[config.mk]
export PLATFORM = sky130hd
export DESIGN_NAME = sd_dat_block_rx
export DESIGN_NICKNAME = d
export VERILOG_FILES = /design/src/rtl/sd_dat_pkg.sv /design/src/rtl/sd_crc16_serial.sv /design/src/rtl/sd_dat_block_rx.sv
export SDC_FILE = /design/constraint.sdc
export NUM_CORES = 1
export LEC_CHECK = 0
export ABC_AREA = 1
export CAP_MARGIN = 25
export CORE_ASPECT_RATIO = 1.4
export CORE_MARGIN = 1.5
export CORE_UTILIZATION = 55
export CTS_BUF_LIST = sky130_fd_sc_hd__clkbuf_16
export CTS_CLUSTER_DIAMETER = 100
export DETAILED_ROUTE_END_ITERATION = 8
export HOLD_SLACK_MARGIN = 0.02
export PLACE_DENSITY = 0.72
export SLEW_MARGIN = 10
export SYNTH_ARGS = -nofsm -noshare
export SYNTH_HDL_FRONTEND = slang
export SYNTH_SLANG_ARGS = --single-unit
[constraint.sdc]
create_clock -name clk_i -period 3.3 [get_ports clk_i]
set_input_delay 0.66 -clock clk_i [delete_from_list [all_inputs] [get_ports clk_i]]
set_output_delay 0.66 -clock clk_i [all_outputs]
set_load 0.005 [all_outputs]
[src/rtl/sd_dat_pkg.sv]
// Shared definitions for the SD DAT block receiver.
// Contents:
//   rx_state_e     receiver FSM states
//   CRC16_POLY     CCITT CRC16 polynomial used on every DAT line
//   START_PATTERN  DAT[3:0] value of the start bit
//   END_PATTERN    DAT[3:0] value of the end bit
package sd_dat_pkg;

  typedef enum logic [2:0] {
    ST_IDLE,
    ST_WAIT_START,
    ST_DATA,
    ST_CRC,
    ST_END
  } rx_state_e;

  localparam logic [15:0] CRC16_POLY    = 16'h1021;
  localparam logic [3:0]  START_PATTERN = 4'b0000;
  localparam logic [3:0]  END_PATTERN   = 4'b1111;

endpackage

[src/rtl/sd_crc16_serial.sv]
// Bit-serial CRC16 (MSB first, init 0) for one SD DAT line.
// Ports:
//   clk_i     system clock
//   reset_i   synchronous active-high reset, clears the CRC
//   clear_i   clears the CRC (has priority over en_i)
//   en_i      shift bit_in_i into the CRC this cycle
//   bit_in_i  received line bit
//   crc_o     current CRC remainder
module sd_crc16_serial
  import sd_dat_pkg::*;
(
  input  logic        clk_i,
  input  logic        reset_i,
  input  logic        clear_i,
  input  logic        en_i,
  input  logic        bit_in_i,
  output logic [15:0] crc_o
);

  logic [15:0] crc_q;
  logic [15:0] crc_d;
  logic        feedback;

  // Next remainder: shift left, folding in the polynomial when the
  // incoming bit differs from the outgoing MSB.
  always_comb begin
    feedback = bit_in_i ^ crc_q[15];
    crc_d    = crc_q;
    if (clear_i) begin
      crc_d = '0;
    end else if (en_i) begin
      crc_d = {crc_q[14:0], 1'b0} ^ (feedback ? CRC16_POLY : 16'h0000);
    end
  end

  // Remainder register.
  always_ff @(posedge clk_i) begin
    if (reset_i) begin
      crc_q <= '0;
    end else begin
      crc_q <= crc_d;
    end
  end

  assign crc_o = crc_q;

endmodule

[src/rtl/sd_dat_block_rx.sv]
// Receive framer for one 4-bit SD DAT block: start bit, payload bytes,
// per-line CRC16 and end bit. Payload goes out on a valid/ready stream.
// Ports:
//   clk_i, reset_i       clock, synchronous active-high reset
//   sample_en_i          one-cycle pulse per SD clock sampling point
//   dat_in_i[3:0]        sampled DAT lines (DAT3 = bit 3)
//   start_i, abort_i     arm / cancel reception of one block
//   busy_o               reception in progress
//   out_data_o/valid_o   payload byte stream, accepted with out_ready_i
//   done_o               one-cycle pulse after the end bit
//   crc_err_o            sticky CRC mismatch or bad end bit
//   timeout_o            sticky missing start bit
//   overrun_o            sticky byte dropped because the previous one was held
module sd_dat_block_rx
  import sd_dat_pkg::*;
#(
  parameter int BLOCK_BYTES   = 512,
  parameter int TIMEOUT_TICKS = 250000
) (
  input  logic       clk_i,
  input  logic       reset_i,
  input  logic       sample_en_i,
  input  logic [3:0] dat_in_i,
  input  logic       start_i,
  input  logic       abort_i,
  output logic       busy_o,
  output logic [7:0] out_data_o,
  output logic       out_valid_o,
  input  logic       out_ready_i,
  output logic       done_o,
  output logic       crc_err_o,
  output logic       timeout_o,
  output logic       overrun_o
);

  localparam int NIBBLES = 2 * BLOCK_BYTES;
  localparam int NW      = $clog2(NIBBLES);
  localparam int TW      = $clog2(TIMEOUT_TICKS + 1);
  localparam logic [NW-1:0] LAST_NIB = NW'(NIBBLES - 1);
  localparam logic [TW-1:0] TO_LIMIT = TW'(TIMEOUT_TICKS);

  rx_state_e   state_q, state_d;
  logic [NW-1:0] nib_cnt_q, nib_cnt_d;
  logic [3:0]  crc_cnt_q, crc_cnt_d;
  logic [TW-1:0] tick_cnt_q, tick_cnt_d;
  logic [3:0]  hi_q, hi_d;
  logic [7:0]  out_data_q, out_data_d;
  logic        out_valid_q, out_valid_d;
  logic        done_q, done_d;
  logic        crc_err_q, crc_err_d;
  logic        timeout_q, timeout_d;
  logic        overrun_q, overrun_d;

  logic        crc_clear;
  logic        crc_en;
  logic        crc_mismatch;
  logic [15:0] crc_w [4];

  // An abort in the same cycle as a sample point must not advance the CRCs.
  assign crc_clear = (state_q == ST_WAIT_START) && sample_en_i && !abort_i &&
                     (dat_in_i == START_PATTERN);
  assign crc_en    = (state_q == ST_DATA) && sample_en_i && !abort_i;

  for (genvar i = 0; i < 4; i++) begin : g_crc
    sd_crc16_serial u_crc (
      .clk_i    (clk_i),
      .reset_i  (reset_i),
      .clear_i  (crc_clear),
      .en_i     (crc_en),
      .bit_in_i (dat_in_i[i]),
      .crc_o    (crc_w[i])
    );
  end

  // During the CRC phase, tick k carries bit 15-k of each line's remainder.
  always_comb begin
    crc_mismatch = 1'b0;
    for (int i = 0; i < 4; i++) begin
      if (dat_in_i[i] != crc_w[i][4'd15 - crc_cnt_q]) begin
        crc_mismatch = 1'b1;
      end
    end
  end

  // Next-state and output logic. Abort overrides everything outside IDLE;
  // the byte slot frees on a handshake, and a completed byte arriving while
  // the slot is still held is dropped and flagged as overrun.
  always_comb begin
    state_d     = state_q;
    nib_cnt_d   = nib_cnt_q;
    crc_cnt_d   = crc_cnt_q;
    tick_cnt_d  = tick_cnt_q;
    hi_d        = hi_q;
    out_data_d  = out_data_q;
    out_valid_d = out_valid_q;
    done_d      = 1'b0;
    crc_err_d   = crc_err_q;
    timeout_d   = timeout_q;
    overrun_d   = overrun_q;

    if (out_valid_q && out_ready_i) begin
      out_valid_d = 1'b0;
    end

    if (abort_i && (state_q != ST_IDLE)) begin
      state_d     = ST_IDLE;
      out_valid_d = 1'b0;
    end else begin
      case (state_q)
        ST_IDLE: begin
          if (start_i) begin
            state_d    = ST_WAIT_START;
            crc_err_d  = 1'b0;
            timeout_d  = 1'b0;
            overrun_d  = 1'b0;
            tick_cnt_d = '0;
          end
        end
        ST_WAIT_START: begin
          if (sample_en_i) begin
            if (dat_in_i == START_PATTERN) begin
              state_d   = ST_DATA;
              nib_cnt_d = '0;
            end else begin
              tick_cnt_d = tick_cnt_q + TW'(1);
              if (tick_cnt_q + TW'(1) == TO_LIMIT) begin
                timeout_d = 1'b1;
                state_d   = ST_IDLE;
              end
            end
          end
        end
        ST_DATA: begin
          if (sample_en_i) begin
            if (!nib_cnt_q[0]) begin
              hi_d = dat_in_i;
            end else if (out_valid_q && !out_ready_i) begin
              overrun_d = 1'b1;
            end else begin
              out_data_d  = {hi_q, dat_in_i};
              out_valid_d = 1'b1;
            end
            if (nib_cnt_q == LAST_NIB) begin
              state_d   = ST_CRC;
              crc_cnt_d = '0;
            end else begin
              nib_cnt_d = nib_cnt_q + NW'(1);
            end
          end
        end
        ST_CRC: begin
          if (sample_en_i) begin
            if (crc_mismatch) begin
              crc_err_d = 1'b1;
            end
            if (crc_cnt_q == 4'd15) begin
              state_d = ST_END;
            end else begin
              crc_cnt_d = crc_cnt_q + 4'd1;
            end
          end
        end
        ST_END: begin
          if (sample_en_i) begin
            if (dat_in_i != END_PATTERN) begin
              crc_err_d = 1'b1;
            end
            done_d  = 1'b1;
            state_d = ST_IDLE;
          end
        end
        default: state_d = ST_IDLE;
      endcase
    end
  end

  // State and datapath registers.
  always_ff @(posedge clk_i) begin
    if (reset_i) begin
      state_q     <= ST_IDLE;
      nib_cnt_q   <= '0;
      crc_cnt_q   <= '0;
      tick_cnt_q  <= '0;
      hi_q        <= '0;
      out_data_q  <= '0;
      out_valid_q <= 1'b0;
      done_q      <= 1'b0;
      crc_err_q   <= 1'b0;
      timeout_q   <= 1'b0;
      overrun_q   <= 1'b0;
    end else begin
      state_q     <= state_d;
      nib_cnt_q   <= nib_cnt_d;
      crc_cnt_q   <= crc_cnt_d;
      tick_cnt_q  <= tick_cnt_d;
      hi_q        <= hi_d;
      out_data_q  <= out_data_d;
      out_valid_q <= out_valid_d;
      done_q      <= done_d;
      crc_err_q   <= crc_err_d;
      timeout_q   <= timeout_d;
      overrun_q   <= overrun_d;
    end
  end

  assign busy_o      = (state_q != ST_IDLE);
  assign out_data_o  = out_data_q;
  assign out_valid_o = out_valid_q;
  assign done_o      = done_q;
  assign crc_err_o   = crc_err_q;
  assign timeout_o   = timeout_q;
  assign overrun_o   = overrun_q;

endmodule

==> impl_metrics.ini, run 1 <==
[die]
fp.dieW_um = 89.84
dieArea_mm2 = 0.01119
dieHeight_um = 124.6
core_mm2 = 0.01035
rows = 44
initial_core_util_pct = 56.10
pin_count = 24

[timing]
tns_ps = 0
period_minus_slack_ps = 2447
fin_skew_ps = 7.661
worst_pin_slew_ps = 891.1
setup_viol = 0
slew_headroom_pct = 40.53
fin_crit_sh_pct = 74.16
rsz0062_at_grt = false
maxSlewViolCount = 0
max_freq_ghz = 0.4086
whs_ps = 447.7
hold_viol = 0
setup_slack_ps = 852.8

[place]
hpwl_um = 9500
io_buffers = 23
dp_cells = 998
dp_slack_ps = 449.3
gp_congestion = 0.9112

[route]
wire_per_inst_um = 13.76
viasPerCell = 5.391
drt_wl_total_um = 14150
drt_pass1_iterations = 5
drtAntennaViolNets = 0
drc = 0
vias = 5542
drt_first_iter_violations = 318

[worst_setup_path]
r2r_cells = 10
r2r_setup_slack_ps = 1130
cp-start-kind = input port
crit_type = input port to register
critPathMaxFanout = 6
r2r_end = crc_cnt_q[3]
crit_end = nib_cnt_q[8]
r2r-start = nib_cnt_q[0]
arrival_ps = 2780
required_ps = 3630
critPathLaunch = dat_in_i[3]
endpoint_kind = register

[global_route]
antenna_found_initial = 0
grt.overflow.total = 0
grt_pass1_vias = 5372
grt_pass1_wl_um = 24320
grt_start_max_net_pins = 59
grtUsageTotal_pct = 26.37

[clock_network]
clkSinkCount = 116
clk_latency_ps = 400
cts_tree = built
cts-hold-fix-buffers = 0
cts.repair.resized = 0
numCtsBuffers = 17
path_clk_slew_ps = 50
cts_root_buf = clkbuf_16
post_cts_buffers = 0
htreeDepth = 4
cts_buffer_depth = 2

[layout]
fin_nets = 892
area_growth_pct = 15.13
diodes = 0
drive_gt1_share_pct = 7.640
stdcell_count = 1028
finish.utilization_pct = 64.59

[synth]
synth_commonest_cells = nand2_1 (238), nor2_1 (120), dfxtp_1 (116)
post-synth-top-count-cell = nand2_1
netlist-cell-type-count = 41
syn_area_mm2 = 0.005807
yosysSeqAreaShare_pct = 39.99
synthFlopType = dfxtp_1
yosys_warnings = 0
synth_cells = 864
synth-seq-cells = 116
synth-async-reset-ratio_pct = 0
synth.avg_cell_area_um2 = 6.721
synth_fp_nets = 877
synth_largest_area_cell = dfxtp_1
synth_top_cell_area_share_pct = 39.99
netlist_top_cells_area = dfxtp_1 (40%), nand2_1 (15%), a21oi_1 (8.6%)
synth-edff-count = 0

[hold_path]
min_path_type = register to register

[job]
cap_violations = 0

[power_and_ir_drop]
leakagePower_uw = 0.002451
max-vdd-ir-drop_mv = 0.4037
power.density_mw_per_mm2 = 619.1

[outcome]
outcome = finished, final reports clean
-- area by class of cell --
class	count	area [um^2]
inverter	61	229.0
multi-input combinational	649	3067
fill	968	3665
clock buffer	17	425.4
tap	138	172.7
clock inverter	13	143.9
timing repair buffer	34	325.3
sequential	116	2322
-- routing by layer --
layer	share of wire (%)	track usage [%]
met1	42	29.27
met2	52	48.85
met3	4.1	5.189
met4	2.0	10.36
met5	0	0
-- flip-flops by register name, summed over array words and instances (netlist names), 3 cells and up --
signal	cells
g_crc.u_crc.crc_o	64
tick_cnt_q	18
state_q	3
nib_cnt_q	10
crc_cnt_q	4
hi_q	4
out_data_o	8
-- worst max-delay path: stages --
cell and delay, ps:
clkdlybuf4s50_1 570, nor4_1 490, nand2_1 170, nand2_1 150, nand3_2 130, inv_1 170
nand3_1 120, nor2_1 100, o21ai_0 70, a21oi_1 130
-- layout by cell type (no fill, tap or decap), drive strengths merged, types with 4 or more instances in the layout --
| cell type | instances |
|---|---|
| nand2 | 245 |
| nor2 | 129 |
| dfxtp | 116 |
| a21oi | 102 |
| o21ai | 66 |
| inv | 62 |
| nand3 | 44 |
| clkdlybuf4s50 | 23 |
| clkbuf | 17 |
| buf | 11 |
| nand4 | 10 |
| xor2 | 9 |
| nor3 | 8 |
| clkinv | 7 |
| or2 | 6 |
| o211ai | 4 |
| xnor2 | 4 |
-- per-stage QoR --
step / total power (uW) / cell area [um^2]
CTS: 4165 / 6685
floorplan: 2178 / 5807
global route: 4331 / 6685
detailed placement: 2383 / 6116
finish: 4139 / 6685
global placement: 2369 / 6116
-- cell families after synthesis --
group / count (synthesis) / share of synthesized area [%]
buf+inv: 99 / 7.326
fa+ha+maj: 3 / 0.6465
compound gates: 183 / 16.70
flops: 116 / 39.99
simple gates: 450 / 33.38
xor+xnor: 13 / 1.961
-- report_power, final --
group	switching (uW)	leakage [uW]	internal, uW
combinational	579	0.00124	259
clock	619	0.000278	1160
sequential	54.2	0.000936	1470
total	1250	0.00245	2890
-- how the worst min path moves through the flow --
stage / startpoint / to / slack, ps / depth (start not counted)
6_report: overrun_o / overrun_o / 450 / 2
5_1_grt: overrun_o / overrun_o / 480 / 2
4_1_cts: overrun_o / overrun_o / 450 / 2
3_5_place_dp: overrun_o / overrun_o / 440 / 2
3_3_place_gp: nib_cnt_q[4] / nib_cnt_q[4] / 430 / 2
2_1_floorplan: nib_cnt_q[4] / nib_cnt_q[4] / 420 / 2
Power figures use the tool's default switching activity.
==> run 2: changes to the inputs <==
==> constraint.sdc (replaced) <==
create_clock -name clk_i -period 2.5 [get_ports clk_i]
set_input_delay 0.5 -clock clk_i [delete_from_list [all_inputs] [get_ports clk_i]]
set_output_delay 0.5 -clock clk_i [all_outputs]
set_load 0.005 [all_outputs]
==> run 2 against run 1 <==
  * Hold slack better by 4.2 ps
  * Global-route usage up 0.059 points
  * Final cell count up 1.2%
  * First-iteration DRC count up 6.0%
  * Critical path type unchanged
==> impl_metrics.ini, run 2 (synthesized netlist as in run 1, its figures left out) <==
[outcome]
outcome = finished, final reports clean

[power_and_ir_drop]
power.density_mw_per_mm2 = 813.6
max-vdd-ir-drop_mv = 0.4754
combPwrFrac_pct = 21.0
leakagePower_uw = 0.002513
internal-power_uw = 3840
p_switching_uw = 1678
p_seq_share_pct = 36.5
p_sw_share_pct = 30.40
p_clk_share_pct = 42.5

[clock_network]
post_cts_buffers = 0
cts.repair.resized = 0
cts_buffer_depth = 2
clk_latency_ps = 410
cts_tree = built
clkSinkCount = 116
path_clk_slew_ps = 50
cts_root_buf = clkbuf_16
cts-hold-fix-buffers = 0
numCtsBuffers = 17
htreeDepth = 4

[worst_setup_path]
r2r_end = crc_cnt_q[2]
max_stage_delay_ps = 470
arrival_ps = 2470
path_buf_inv = 3
cp-start-kind = input port
required_ps = 2780
r2r-start = nib_cnt_q[0]
slowest_stage = clkdlybuf4s50_1
cp_top_family = buffers and inverters
critPathMaxFanout = 58
path_common_cell = nand2_1
crit_type = input port to register
r2r_setup_slack_ps = 400
crit_path_cell_trace = clkdlybuf4s50_1 > nor4_1 > buf_4 > nand2_1 > nand2_1 > nand2_1 > o21ai_4 > buf_12 > a21oi_1
r2r_cells = 10
endpoint_kind = register

[hold_path]
holdPathStages = 2
hold_start = overrun_o
hold_end = overrun_o
min_path_type = register to register

[job]
cap_violations = 0

[global_route]
grt_pass1_vias = 5432
grt.overflow.total = 0
antenna_found_initial = 0
grtUsageTotal_pct = 26.43
grt_start_max_net_pins = 59
grt_pass1_wl_um = 24150

[die]
dieHeight_um = 124.6
core_mm2 = 0.01035
fp.dieW_um = 89.84
pin_count = 24
dieArea_mm2 = 0.01119
initial_core_util_pct = 56.10
rows = 44

[timing]
setup_viol = 0
setup_slack_ps = 315.8
max_freq_ghz = 0.4578
slew_headroom_pct = 64.87
tns_ps = 0
worst_pin_slew_ps = 526.4
maxSlewViolCount = 0
period_minus_slack_ps = 2184
fin_crit_sh_pct = 87.37
hold_viol = 0
rsz0062_at_grt = false
fin_skew_ps = 14.47

[layout]
area_growth_pct = 16.79
final_cell_mix = nand2_1 (238), nor2_1 (120), dfxtp_1 (116)
diodes = 0
fin_nets = 903
nFillCells = 933
drive_gt1_share_pct = 8.758
multi_input_area_mm2 = 0.003067
seqCellArea_mm2 = 0.002322
largest_register_ff_count = 64
stdcell_count = 1040
mostFrequentLayoutCell = nand2_1

[route]
wire_per_inst_um = 13.89
drtAntennaViolNets = 0
drc = 0
drt_wl_total_um = 14450
drt_pass1_iterations = 5
vias = 5654
drt_first_iter_violations = 337
viasPerCell = 5.437

[place]
dp_cells = 1009
hpwl_um = 9804
dp_slack_ps = -37.06
io_buffers = 23
gp_congestion = 0.9264
## run 2: worst max-delay path by stage
stage,startpoint,to,cells past startpoint
CTS,dat_in_i[3],g_crc[2].u_crc.crc_o[8],9
detailed placement,dat_in_i[3],g_crc[1].u_crc.crc_o[6],9
global route,nib_cnt_q[0],crc_cnt_q[3],10
finish,dat_in_i[3],g_crc[2].u_crc.crc_o[0],9
global placement,dat_in_i[3],nib_cnt_q[2],9
floorplan,dat_in_i[3],nib_cnt_q[3],8
## run 2: worst min-delay path, cell delays in order, from the launching register on
cell and delay, ps:
dfxtp_1 310, inv_1 50, a21oi_1 50
## run 2: metrics by stage
stage                     power, uW  util, %  area [um^2]  hold slack (ps)
final                          5518    65.52         6782            451.9
after global routing           5757    65.52         6782            477.4
after CTS                      5537    65.52         6782            454.0
after detailed placement       3187    60.01         6211            444.2
after global placement         3162    60.01         6211            431.9
after floorplan                2875        -         5807            423.1
## run 2: metal layers
layer	part of all wire, %	GRT usage [%]
met5	0	0
met4	1.9	11.20
met3	5.1	5.678
met2	52	47.64
met1	41	29.83
## run 2: cell type report
cell class | count | area share [%]
multi-input cells | 649 | 45.22
flip-flops and latches | 116 | 34.24
repair buffers | 45 | 6.199
inverters | 61 | 3.376
clock inverters | 14 | 2.140
clock buffers | 17 | 6.273
well taps | 138 | 2.546
## run 2: power by group through the flow
stage | Combinational [uW] | Clock [uW] | Sequential [uW]
CTS | 1150 | 2380 | 2010
finish | 1160 | 2340 | 2010
detailed placement | 1140 | 0 | 2050
global placement | 1120 | 0 | 2050
global route | 1290 | 2450 | 2020
floorplan | 850 | 0 | 2030
